## src/rtl/imem_loader_if.sv

```systemverilog
// Byte-stream receive channel plus instruction-memory write port of the boot loader.
// master = stream source / memory side, slave = loader.
interface imem_loader_if;
  logic [7:0]  rx_data;
  logic        rx_valid;
  logic        rx_ready;
  logic        imem_wr_en;
  logic [7:0]  imem_wr_addr;
  logic [15:0] imem_wr_data;

  modport master (
    output rx_data, rx_valid,
    input  rx_ready, imem_wr_en, imem_wr_addr, imem_wr_data
  );

  modport slave (
    input  rx_data, rx_valid,
    output rx_ready, imem_wr_en, imem_wr_addr, imem_wr_data
  );
endinterface

```

## src/rtl/imem_loader.sv

```systemverilog
// Boot-time instruction memory loader: receives a framed byte stream (count, hi/lo words,
// XOR checksum), writes each word to inst_mem, and releases the CPU only after a good load.
module imem_loader #(
  parameter logic [7:0] BASE_ADDR      = 8'h00,
  parameter int         TIMEOUT_CYCLES = 1024
) (
  input  logic              clk,
  input  logic              reset,
  input  logic              start,
  imem_loader_if.slave      bus,
  output logic              cpu_reset,
  output logic              busy,
  output logic              done,
  output logic              error,
  output logic [8:0]        words_loaded
);

  localparam int TW = $clog2(TIMEOUT_CYCLES);
  localparam logic [TW-1:0] TMO_LAST = TW'(TIMEOUT_CYCLES - 1);

  typedef enum logic [2:0] {
    S_IDLE, S_GET_CNT, S_GET_HI, S_GET_LO, S_WRITE, S_GET_SUM, S_DONE, S_ERROR
  } state_e;

  function automatic logic [7:0] cks_next(input logic [7:0] acc, input logic [7:0] b);
    return acc ^ b;
  endfunction

  state_e        state_q, state_d;
  logic [8:0]    cnt_q, cnt_d;
  logic [7:0]    hi_q, hi_d;
  logic [7:0]    cks_q, cks_d;
  logic [TW-1:0] tmo_q, tmo_d;
  logic          wr_en_q, wr_en_d;
  logic [7:0]    addr_q, addr_d;
  logic [15:0]   data_q, data_d;
  logic          cpu_reset_q, cpu_reset_d;
  logic          busy_q, busy_d;
  logic          done_q, done_d;
  logic          error_q, error_d;
  logic [8:0]    words_q, words_d;
  logic          rx_ready_s;
  logic          hs_s;

  assign rx_ready_s = (state_q == S_GET_CNT) || (state_q == S_GET_HI) ||
                      (state_q == S_GET_LO)  || (state_q == S_GET_SUM);
  assign hs_s       = bus.rx_valid && rx_ready_s;

  // Next-state and next-output computation for the load sequencer.
  always_comb begin
    state_d     = state_q;
    cnt_d       = cnt_q;
    hi_d        = hi_q;
    cks_d       = cks_q;
    tmo_d       = tmo_q;
    wr_en_d     = 1'b0;
    addr_d      = addr_q;
    data_d      = data_q;
    cpu_reset_d = cpu_reset_q;
    busy_d      = busy_q;
    done_d      = done_q;
    error_d     = error_q;
    words_d     = words_q;

    case (state_q)
      S_IDLE, S_DONE, S_ERROR: begin
        if (start) begin
          state_d     = S_GET_CNT;
          cks_d       = 8'h00;
          addr_d      = BASE_ADDR;
          cpu_reset_d = 1'b1;
          busy_d      = 1'b1;
          done_d      = 1'b0;
          error_d     = 1'b0;
          words_d     = 9'd0;
        end else begin
          state_d = state_q;
        end
      end
      S_GET_CNT: begin
        if (hs_s) begin
          cnt_d   = (bus.rx_data == 8'h00) ? 9'd256 : {1'b0, bus.rx_data};
          state_d = S_GET_HI;
        end else begin
          state_d = state_q;
        end
      end
      S_GET_HI: begin
        if (hs_s) begin
          hi_d    = bus.rx_data;
          cks_d   = cks_next(cks_q, bus.rx_data);
          state_d = S_GET_LO;
        end else begin
          state_d = state_q;
        end
      end
      S_GET_LO: begin
        if (hs_s) begin
          cks_d   = cks_next(cks_q, bus.rx_data);
          data_d  = {hi_q, bus.rx_data};
          wr_en_d = 1'b1;
          state_d = S_WRITE;
        end else begin
          state_d = state_q;
        end
      end
      S_WRITE: begin
        words_d = words_q + 9'd1;
        addr_d  = addr_q + 8'd1;
        state_d = ((words_q + 9'd1) == cnt_q) ? S_GET_SUM : S_GET_HI;
      end
      S_GET_SUM: begin
        if (hs_s && (bus.rx_data == cks_q)) begin
          state_d     = S_DONE;
          done_d      = 1'b1;
          busy_d      = 1'b0;
          cpu_reset_d = 1'b0;
        end else if (hs_s) begin
          state_d = S_ERROR;
          error_d = 1'b1;
          busy_d  = 1'b0;
        end else begin
          state_d = state_q;
        end
      end
      default: begin
        state_d = S_IDLE;
      end
    endcase

    // Stall watchdog: only idle receive cycles count; a handshake in the final cycle wins.
    if (!rx_ready_s || hs_s) begin
      tmo_d = '0;
    end else if (tmo_q == TMO_LAST) begin
      tmo_d       = '0;
      state_d     = S_ERROR;
      error_d     = 1'b1;
      busy_d      = 1'b0;
      cpu_reset_d = 1'b1;
    end else begin
      tmo_d = tmo_q + TW'(1);
    end
  end

  // State and registered-output flops.
  always_ff @(posedge clk or negedge reset) begin
    if (!reset) begin
      state_q     <= S_IDLE;
      cnt_q       <= 9'd0;
      hi_q        <= 8'h00;
      cks_q       <= 8'h00;
      tmo_q       <= '0;
      wr_en_q     <= 1'b0;
      addr_q      <= BASE_ADDR;
      data_q      <= 16'h0000;
      cpu_reset_q <= 1'b1;
      busy_q      <= 1'b0;
      done_q      <= 1'b0;
      error_q     <= 1'b0;
      words_q     <= 9'd0;
    end else begin
      state_q     <= state_d;
      cnt_q       <= cnt_d;
      hi_q        <= hi_d;
      cks_q       <= cks_d;
      tmo_q       <= tmo_d;
      wr_en_q     <= wr_en_d;
      addr_q      <= addr_d;
      data_q      <= data_d;
      cpu_reset_q <= cpu_reset_d;
      busy_q      <= busy_d;
      done_q      <= done_d;
      error_q     <= error_d;
      words_q     <= words_d;
    end
  end

  assign bus.rx_ready     = rx_ready_s;
  assign bus.imem_wr_en   = wr_en_q;
  assign bus.imem_wr_addr = addr_q;
  assign bus.imem_wr_data = data_q;
  assign cpu_reset        = cpu_reset_q;
  assign busy             = busy_q;
  assign done             = done_q;
  assign error            = error_q;
  assign words_loaded     = words_q;

endmodule
```

## src/flat_wrapper.sv

```systemverilog
// flat-port wrapper written by rule: the top's interface ports become plain ports
module imem_loader_flat 
#(
  parameter logic [7:0] BASE_ADDR      = 8'h00,
  parameter int         TIMEOUT_CYCLES = 1024
)
  (clk, reset, start, cpu_reset, busy, done, error, words_loaded, bus_rx_data, bus_rx_valid, bus_rx_ready, bus_imem_wr_en, bus_imem_wr_addr, bus_imem_wr_data);
  imem_loader_if bus_i ();
  input  logic clk;
  input  logic reset;
  input  logic start;
  output logic cpu_reset;
  output logic busy;
  output logic done;
  output logic error;
  output logic [8:0] words_loaded;
  input wire logic [$bits(bus_i.rx_data)-1:0] bus_rx_data;
  input wire logic [$bits(bus_i.rx_valid)-1:0] bus_rx_valid;
  output wire logic [$bits(bus_i.rx_ready)-1:0] bus_rx_ready;
  output wire logic [$bits(bus_i.imem_wr_en)-1:0] bus_imem_wr_en;
  output wire logic [$bits(bus_i.imem_wr_addr)-1:0] bus_imem_wr_addr;
  output wire logic [$bits(bus_i.imem_wr_data)-1:0] bus_imem_wr_data;
  assign bus_i.rx_data = bus_rx_data;
  assign bus_i.rx_valid = bus_rx_valid;
  assign bus_rx_ready = bus_i.rx_ready;
  assign bus_imem_wr_en = bus_i.imem_wr_en;
  assign bus_imem_wr_addr = bus_i.imem_wr_addr;
  assign bus_imem_wr_data = bus_i.imem_wr_data;
  imem_loader #(.BASE_ADDR(BASE_ADDR), .TIMEOUT_CYCLES(TIMEOUT_CYCLES)) u_core (.clk(clk), .reset(reset), .start(start), .bus(bus_i), .cpu_reset(cpu_reset), .busy(busy), .done(done), .error(error), .words_loaded(words_loaded));
endmodule
```

## config.mk

```make
export PLATFORM = sky130hd
export DESIGN_NAME = imem_loader_flat
export DESIGN_NICKNAME = d
export VERILOG_FILES = /design/src/rtl/imem_loader_if.sv /design/src/rtl/imem_loader.sv /design/src/flat_wrapper.sv
export SDC_FILE = /design/constraint.sdc
export NUM_CORES = 1
export LEC_CHECK = 0
export BUFFER_PORTS_ARGS = -buffer_cell sky130_fd_sc_hd__buf_2
export CORE_ASPECT_RATIO = 1.25
export CORE_UTILIZATION = 45
export DETAILED_ROUTE_END_ITERATION = 12
export GPL_ROUTABILITY_DRIVEN = 0
export PLACE_DENSITY = 0.75
export SLEW_MARGIN = 10
export SYNTH_ARGS = -nofsm -noshare
export SYNTH_HDL_FRONTEND = slang
export SYNTH_SLANG_ARGS = --single-unit
```

## constraint.sdc

```tcl
create_clock -name clk -period 4.65 [get_ports clk]
set_input_delay 0.465 -clock clk [delete_from_list [all_inputs] [get_ports clk]]
set_output_delay 0.465 -clock clk [all_outputs]
set_load 0.005 [all_outputs]
```

== Word level (Yosys, flattened, before mapping) ==
Cells that the tools add are included.

* Memory bits (writable): 0
* Bits in latches: 0
* Register bits: 76
* Logic and storage cells: 91
* Output and inout port bits: 39
* Bits in read-only memories: 0
* Bits of input ports: 12
* Memories: 0

* Reduce and logical (&&, ||, !) cells: 20
* Bitwise logic cells: 1
* $add $sub $neg: 3
* Eq/ne operators: 13
* Multiply operators: 0
* Div/mod/pow operators: 0
* Muxes and demuxes: 41
* Magnitude comparators: 0
* Shift-type cells: 0

{| class="wikitable"
|+ Operators with widths
! kind !! number
|-
| 8-bit one-hot mux with 2 select lines || 2
|-
| 3-bit two-way mux || 9
|-
| 10-bit two-way mux || 2
|-
| 1-bit two-way mux || 18
|-
| 9-bit two-way mux || 2
|-
| 3-bit one-hot mux with 6 select lines || 1
|-
| 9-bit one-hot mux with 2 select lines || 1
|-
| 8-bit two-way mux || 2
|-
| 3-bit equality test (second input constant) || 4
|-
| 10-bit by 1-bit adder with 10-bit output (second input constant) || 1
|-
| 10-bit equality test (second input constant) || 1
|-
| 9-bit by 1-bit adder with 9-bit output (second input constant) || 1
|-
| 9-bit equality test || 1
|-
| 8-bit by 1-bit adder with 8-bit output (second input constant) || 1
|-
| 8-bit equality test || 1
|-
| 8-bit zero test || 1
|-
| 1-bit one-hot mux with 2 select lines || 4
|-
| 2-bit AND reduction || 4
|-
| 8-bit bitwise XOR || 1
|-
| 3-bit by 2-bit equality test with 1-bit output (second input constant) || 2
|-
| 3-bit AND reduction || 2
|-
| 2-bit nonzero test || 3
|-
| 1-bit logical OR || 4
|-
| 2-bit inequality test (second input constant) || 2
|-
| other kinds (7) || 8
|}

== Longest topological paths before layout ==
Gate-level depths: netlist of the first run.

* Depth after elaboration: 10
* Mapped depth: 8
* Depth with buffers taken out: 7

== Worst setup path after synthesis of the first run ==
No wires, ideal clock.

* Path kind: register to register
* Start: reg u_core.words_q[0], in the netlist u_core.words_loaded[0]
* End: reg u_core.state_q[1]
* Setup slack: 2746 ps
* Data required time: 4519 ps
* Clock period less this slack: 1904 ps
* Arrival: 1772 ps
* Cell stages (with the launch flop): 8
* Cell sequence: dfrtp_1 -> ha_1 -> and3_1 -> nand3_1 -> xnor2_1 -> a2111oi_4 -> and3b_1 -> o21ai_1

* Word-level cells in the longest chain between the ends: 6

{| class="wikitable"
|+ RTL lines
! what !! line !! RTL
|-
| start: declaration || imem_loader.sv:41 || <nowiki>logic [8:0] words_q, words_d;</nowiki>
|-
| start signal: assignment || imem_loader.sv:174 || <nowiki>words_q <= words_d;</nowiki>
|-
| 9-bit by 1-bit adder with 9-bit output * || imem_loader.sv:110 || <nowiki>state_d = ((words_q + 9'd1) == cnt_q) ? S_GET_SUM : S_GET_HI;</nowiki>
|-
| 9-bit equality test * || imem_loader.sv:110 ||
|-
| 3-bit two-way mux * || imem_loader.sv:110 ||
|-
| 3-bit one-hot mux with 6 select lines * || imem_loader.sv:65 || <nowiki>case (state_q)</nowiki>
|-
| 3-bit two-way mux || imem_loader.sv:134 || <nowiki>end else if (tmo_q == TMO_LAST) begin</nowiki>
|-
| 3-bit two-way mux * || imem_loader.sv:132 || <nowiki>if (!rx_ready_s || hs_s) begin</nowiki>
|-
| via u_core.state_d[1] || imem_loader.sv:29 || <nowiki>state_e state_q, state_d;</nowiki>
|-
| end signal: assignment || imem_loader.sv:162 || <nowiki>state_q <= state_d;</nowiki>
|-
| end: declaration || imem_loader.sv:29 ||
|}

The timed path passes the listed nets; every way through them passes the cells marked *.
A chain may end at the register's enable or synchronous reset.

== Worst setup path after layout of the first run ==
* Start: reg u_core.state_q[1]
* End: reg u_core.words_q[8], in the netlist u_core.words_loaded[8]

* Word-level cells in the longest chain between the ends: 4
* Elaborated cells on any way between the ends: 9

{| class="wikitable"
|+ RTL lines
! what !! line
|-
| 3-bit equality test / 3-bit zero test (equally long branches) || imem_loader.sv:65
|-
| 3-bit OR reduction || imem_loader.sv:65
|-
| 2-bit inequality test (no source line) / 2-bit nonzero test (equally long branches) || -
|-
| 2-bit AND reduction (no source line) || -
|}

Several ways; a longest one is shown, not always the timed one.

==> summary.md, run 1 <==
| Metric | Value |
|---|---|
| Max-cap violations | 0 |
| Drt via density | 5.53 |
| Mapped Cells | 347 |
| Clock Skew | 0.0106 ns |
| Worst setup EP type | flop |
| Post-CTS sizing | 0 |
| Post-route minimum period | 2.12 ns |
| LEAKAGE | 1.94 nW |
| CTS sink cnt | 76 |
| Synth warnings | 0 |
| FF-to-FF setup slack | 2.53 ns |
| Final ANT Viol Nets | 0 |
| CTS Buffer Depth | 2 |
| Outcome | completed |
| ANT cells | 0 |
| Peak supply drop | 0.393 mV |
| Tot Pwr | 2.34 mW |
| Least-Margin Pin Slew | 0.969 ns |
| Die area | 8570 µm² |
| Input/output buffers | 50 |
| Routed WL | 7.78 mm |
| Initial DRC Count | 220 |
| CP Data Arrival Time | 2.35 ns |
| R2R Path End | u_core.words_loaded[8]$_DFFE_PN0P_ |
| Setup TNS | 0 ns |
| CTS tree | done |
| Fmax | 471 MHz |
| Worst-path clk slew | 0.10 ns |
| Site Rows | 36 |
| First-pass GRT wire length | 13.0 mm |
| Post-synth top area cell | dfrtp_1 |
| TritonCTS buffer count | 9 |
| Sequential-to-total area share from yosys stat | 51.6% |
| Chip width | 83.0 µm |
| Ratio of cells with drive above 1 in the final layout | 27.2% |
| # fillers | 699 |
| Final Slew Violations | 0 |
| Avg WL per Cell | 15.6 µm |
| CORE AREA | 7880 µm² |
| WHS | 0.239 ns |
| Top-area cell type share of the netlist area | 50.9% |
| FF-to-FF path depth | 5 |
| Fin. Hold Viols | 0 |
| Post-DP HPWL | 5.45 mm |
| CP startpoint kind | flop |
| Ys flop type | dfrtp_1 |
| Worst-path maximum fanout | 11 |
| Total setup buffers inserted after CTS | 0 |
| Synth unique cells | 54 |
| Overall Global Routing Usage | 19.4% |
| Die height | 103 µm |
| Ys async rst share | 100% |
| Yosys reg bits | 76 |
| Rel. slew slack | 35.4% |
| Synth area leaders | dfrtp_1 (51%), mux2_2 (9.5%), o21ai_0 (4.3%), nand2_1 (4.0%), xnor2_1 (3.6%) |
| Vias after detailed routing | 2757 |
| Final core utilization | 53.8% |
| First-pass iteration count of the detailed router | 5 |
| Syn Nets | 362 |
| CTS Hold Buffers Added | 0 |
| Initial Util | 46.8% |
| I/O Pins | 51 |
| Layout area overhead | 14.9% |
| Number of global-route vias before repair | 2748 |
| Synthesized area | 3690 µm² |
| Crit path kind | reg -> reg |
| CTS H-Tree Depth | 3 |
| # DRC | 0 |
| RSZ-0062 raised after global routing | no |
| Syn avg cell area | 10.6 µm² |
| Initial antenna violation count | 0 |
| Final setup violation count | 0 |
| Power Dens Cells | 553 nW/µm² |
| Critical R2R Launch | u_core.state_q[1]$_DFF_PN0_ |
| Number of synthesized flops with an enable pin | 0 |
| Hold Path Class | in -> async |
| Final net count | 414 |
| Clock Latency Late Sink | 0.36 ns |
| Worst EP required | 4.88 ns |
| CTS Root Cell | clkbuf_8 |
| Tcrit/Tclk final | 45.6% |
| Overflow after GRT | 0 |
| Largest net degree at the start of global routing | 46 |
-- metal layers --
| layer | track usage, % | vias up | share of wire (%) |
|---|---|---|---|
| met3 | 5.16 | 11 | 4.6 |
| met2 | 34.0 | 75 | 49 |
| met5 | 0 | - | 0 |
| li1 | - | 1334 | - |
| met4 | 6.90 | 0 | 1.3 |
| met1 | 23.5 | 1337 | 45 |
-- synthesized netlist by cell type, types with 2 or more instances --
| cell type | n |
|---|---|
| dfrtp_1 | 75 |
| nand2_1 | 39 |
| nor2_1 | 34 |
| o21ai_0 | 32 |
| mux2_2 | 31 |
| xnor2_1 | 15 |
| nand3_1 | 12 |
| xor2_1 | 11 |
| buf_2 | 8 |
| inv_1 | 7 |
| nand4_1 | 7 |
| a22o_1 | 5 |
| and3_1 | 4 |
| mux2i_1 | 4 |
| nor3_1 | 4 |
| o31ai_1 | 4 |
| a21oi_1 | 3 |
| clkbuf_1 | 3 |
| ha_1 | 3 |
| nor2b_1 | 3 |
| nor4_1 | 3 |
| or3_1 | 3 |
| a211o_1 | 2 |
| a31oi_1 | 2 |
| nand2b_1 | 2 |
| o21a_1 | 2 |
| o21ai_1 | 2 |
-- state kept, by name, summed over array words and instances, names as in the netlist --
name,flops
u_core.words_loaded,9
u_core.cpu_reset,1
u_core.done,1
u_core.error,1
u_core.state_q,3
u_core.cnt_q,9
u_core.busy,1
u_core.bus.imem_wr_addr,8
u_core.tmo_q,10
u_core.cks_q,8
u_core.bus.imem_wr_en,1
u_core.hi_q,8
u_core.bus.imem_wr_data,16
-- where the power goes --
| group | leakage (nW) | internal [mW] | switching, mW |
|---|---|---|---|
| logic | 0.864 | 0.381 | 0.359 |
| registers | 0.971 | 0.878 | 0.177 |
| clock network | 0.109 | 0.263 | 0.286 |
-- cell usage in the layout (no fill, tap or decap), drive strengths merged, types with 3 or more instances in the layout --
master / n
o21ai: 34
a22o: 5
a21oi: 3
nor3: 4
and3: 4
clkbuf: 9
xor2: 11
nand4: 8
dfrtp: 75
nor2: 36
nand3: 13
o31ai: 4
ha: 3
xnor2: 15
nor2b: 4
nor4: 3
or3: 3
inv: 11
nand2: 40
buf: 52
mux2: 31
mux2i: 4
-- stage by stage --
step | cells | setup WS [ns] | cell area (µm²)
2_1_floorplan | 347 | 2.75 | 3690
4_1_cts | 499 | 2.55 | 4240
3_5_place_dp | 483 | 2.57 | 4020
3_3_place_gp | 483 | 2.65 | 4020
6_report | 499 | 2.53 | 4240
5_1_grt | 499 | 2.37 | 4240
-- area by class of cell --
type | instances | area (µm²) | share of cell area, %
inverters | 7 | 26.3 | 0.620
clock buffers | 9 | 124 | 2.92
multi-input cells | 253 | 1710 | 40.3
well taps | 95 | 119 | 2.80
repair buffers | 52 | 265 | 6.26
clock inverters | 7 | 92.6 | 2.18
flip-flops and latches | 76 | 1900 | 44.9
-- worst max-delay path by stage --
stage                                            start                                     end  slack, ns  cells past startpoint
CTS                        u_core.state_q[1]$_DFF_PN0_      u_core.words_loaded[8]$_DFFE_PN0P_       2.55                      5
global placement           u_core.state_q[1]$_DFF_PN0_  u_core.bus.imem_wr_addr[7]$_DFFE_PN0P_       2.65                      6
detailed placement         u_core.state_q[1]$_DFF_PN0_      u_core.words_loaded[8]$_DFFE_PN0P_       2.57                      5
finish                     u_core.state_q[1]$_DFF_PN0_      u_core.words_loaded[8]$_DFFE_PN0P_       2.53                      5
global route               u_core.state_q[1]$_DFF_PN0_      u_core.words_loaded[8]$_DFFE_PN0P_       2.37                      5
floorplan           u_core.words_loaded[0]$_DFFE_PN0P_             u_core.state_q[1]$_DFF_PN0_       2.75                      7
-- logic make-up (layout without fill, tap and decap cells) --
group | count (synthesis) | count (layout) | synth area share (%)
buf+inv | 18 | 75 | 2.10
fa+ha+maj | 3 | 3 | 1.02
flops | 76 | 76 | 51.6
simple gates | 127 | 127 | 17.5
mux | 35 | 35 | 10.5
compound gates | 62 | 62 | 11.1
xor+xnor | 26 | 26 | 6.17
-- critical path, cell delays in order, from the launching register on --
cell      delay, ns
dfrtp_1        0.50
nand2b_1       0.23
nor2_1         0.57
nor2_1         0.33
o21ai_0        0.24
o41ai_1        0.11
(Power assumes the default switching activity.)
==> inputs of run 2 (changes only) <==
- PLACE_DENSITY: 0.75 -> 0.77
- clock period: 4.65 -> 1.8 ns (I/O delays scaled with it)
==> run 2 against run 1 <==
Against the previous run: via count is 6.2% higher; design area is 7.6% higher; cell count is 6.4% higher; non-clock buffer count is 32 higher; critical endpoint is now u_core.state_q[1]$_DFF_PN0_; largest cell class unchanged.
==> summary.md, run 2 (synthesized netlist as in run 1, its figures left out) <==
| Metric | Value |
|---|---|
| Outcome | completed |
| Avg WL per Cell | 15.8 µm (+1.6%) |
| TritonCTS buffer count | 9 (unchanged) |
| Power Dens Cells | 1400 nW/µm² (+150%) |
| Site Rows | 36 (unchanged) |
| Layout area overhead | 23.6% |
| # DRC | 0 (unchanged) |
| Least-Margin Pin Slew | 0.427 ns (-0.542 ns) |
| CTS Buffer Depth | 2 (unchanged) |
| Overflow after GRT | 0 (unchanged) |
| Max-cap violations | 0 (unchanged) |
| Tot Pwr | 6.40 mW (+170%) |
| Setup Slack @ Placement | -0.0163 ns (-2.59 ns) |
| Worst hold path depth | 3 |
| Largest register FFs | 16 (unchanged) |
| Initial Util | 46.8% (unchanged) |
| Worst EP required | 2.01 ns (-2.87 ns) |
| Initial DRC Count | 174 (-21%) |
| Clock Skew | 0.00870 ns (-0.00194 ns) |
| Routed WL | 8.41 mm (+8.1%) |
| Post-route minimum period | 1.77 ns (-0.353 ns) |
| Chip width | 83.0 µm (unchanged) |
| Peak supply drop | 0.920 mV (+130%) |
| Die area | 8570 µm² (unchanged) |
| Input/output buffers | 50 (unchanged) |
| Final net count | 446 (+7.7%) |
| LEAKAGE | 2.11 nW (+8.6%) |
| Final ANT Viol Nets | 0 (unchanged) |
| Most frequent cells in the layout | dfrtp_1 (69), buf_2 (49), nand2_1 (39) |
| Post-DP HPWL | 5.84 mm (+7.1%) |
| Fin. Hold Viols | 0 (unchanged) |
| Hold Path Class | in -> reg |
| Clock Latency Late Sink | 0.34 ns (-0.02 ns) |
| Largest net degree at the start of global routing | 33 (-28%) |
| Final Slew Violations | 0 (unchanged) |
| CP startpoint kind | flop |
| First-pass GRT wire length | 13.6 mm (+4.5%) |
| Tcrit/Tclk final | 98.3% (+53 points) |
| CTS Root Cell | clkbuf_8 |
| First-pass iteration count of the detailed router | 4 (-1) |
| Die height | 103 µm (unchanged) |
| CORE AREA | 7880 µm² (unchanged) |
| I/O Pins | 51 (unchanged) |
| Crit path kind | reg -> reg |
| Ratio of cells with drive above 1 in the final layout | 35.3% (+8.1 points) |
| Initial antenna violation count | 0 (unchanged) |
| FF-to-FF path depth | 7 (+2) |
| Dpl cell area | 4230 µm² (+5.0%) |
| Worst setup margin | 0.0312 ns (-2.50 ns) |
| RSZ-0062 raised after global routing | yes |
| Worst-path maximum fanout | 5 (-6) |
| CTS sink cnt | 76 (unchanged) |
| Vias after detailed routing | 2929 (+6.2%) |
| Overall Global Routing Usage | 20.3% (+0.87 points) |
| CP Data Arrival Time | 1.98 ns (-0.37 ns) |
| CTS tree | done |
| Worst setup EP type | flop |
| Setup TNS | 0 ns (unchanged) |
| ANT cells | 0 (unchanged) |
| Commonest non-fill, non-tap cell in the layout | dfrtp_1 |
| WHS | 0.158 ns (-0.0805 ns) |
| Cell area after layout | 4560 µm² (+7.6%) |
| Fmax | 565 MHz (+20%) |
| Final setup violation count | 0 (unchanged) |
| Rel. slew slack | 71.5% (+36 points) |
| Drt via density | 5.52 (-0.16%) |
| CTS H-Tree Depth | 3 (unchanged) |
| Number of global-route vias before repair | 2834 (+3.1%) |
| # fillers | 648 (-7.3%) |
| Worst-path clk slew | 0.08 ns (-0.02 ns) |
-- run 2: cell types whose count changed in the layout (fill, tap and decap cells not counted), moves of 2 or more --
cell | before | now
buf_4 | 2 | 30
buf_6 | 0 | 2
dfrtp_1 | 75 | 69
dfrtp_2 | 0 | 6
nand3_1 | 12 | 10
xnor2_1 | 15 | 13
xnor2_2 | 0 | 2
-- run 2: worst paths after layout --
path | endpoint | slack [ns] | start
max | u_core.state_q[1]$_DFF_PN0_ | 0.03 | u_core.words_loaded[0]$_DFFE_PN0P_
min | u_core.cks_q[0]$_DFFE_PN0P_ | 0.16 | bus_rx_data[0]
max reg2reg | u_core.state_q[1]$_DFF_PN0_ | 0.03 | u_core.words_loaded[0]$_DFFE_PN0P_
min reg2reg | u_core.bus.imem_wr_addr[7]$_DFFE_PN0P_ | 0.48 | u_core.bus.imem_wr_addr[7]$_DFFE_PN0P_
max in group asynchronous | u_core.bus.imem_wr_addr[3]$_DFFE_PN0P_ | 0.90 | reset
min in group asynchronous | u_core.done$_DFFE_PN0P_ | 0.31 | reset
-- run 2: layout make-up --
cell class / count / area [µm²] / area share [%]
Clock buffer: 10 / 138 / 3.02
Multi-Input combinational cell: 253 / 1770 / 38.8
Tap cell: 95 / 119 / 2.61
Clock inverter: 6 / 70.1 / 1.54
Timing Repair Buffer: 84 / 528 / 11.6
Inverter: 7 / 26.3 / 0.576
Sequential cell: 76 / 1910 / 41.9
-- run 2: per-stage QoR --
stage | utilization (%) | cells
after global routing | 57.8 | 531
after floorplan | - | 347
after detailed placement | 53.6 | 506
final | 57.8 | 531
after CTS | 56.4 | 523
after global placement | 53.6 | 506
-- run 2: worst max-delay path, cell delays in order (launching register included) --
cell and delay [ns]:
dfrtp_2 0.41, buf_6 0.15, nand3_4 0.10, xor2_2 0.21, xnor2_2 0.16, a2111oi_4 0.34
and3b_1 0.20, o21ai_1 0.06
-- run 2: repair_timing --
action	4_1_cts	5_1_grt
hold buffers	1	0
pin swaps	0	5
gates resized for setup	1	13
hold endpoints to repair	29	0
endpoints found under the setup margin	1	25
buffers inserted	0	8
-- run 2: layer usage --
metal / up-vias / wire length [µm] / track usage [%]
met4: 0 / 120 / 8.89
met2: 85 / 4370 / 35.4
li1: 1397 / - / -
met5: - / 0 / 0
met3: 12 / 354 / 4.37
met1: 1435 / 3570 / 24.6
-- run 2: power by group --
| part | total, mW | switching [mW] | internal, mW |
|---|---|---|---|
| clock | 1.35 | 0.662 | 0.691 |
| sequential | 2.70 | 0.423 | 2.28 |
| combinational | 2.34 | 1.10 | 1.25 |
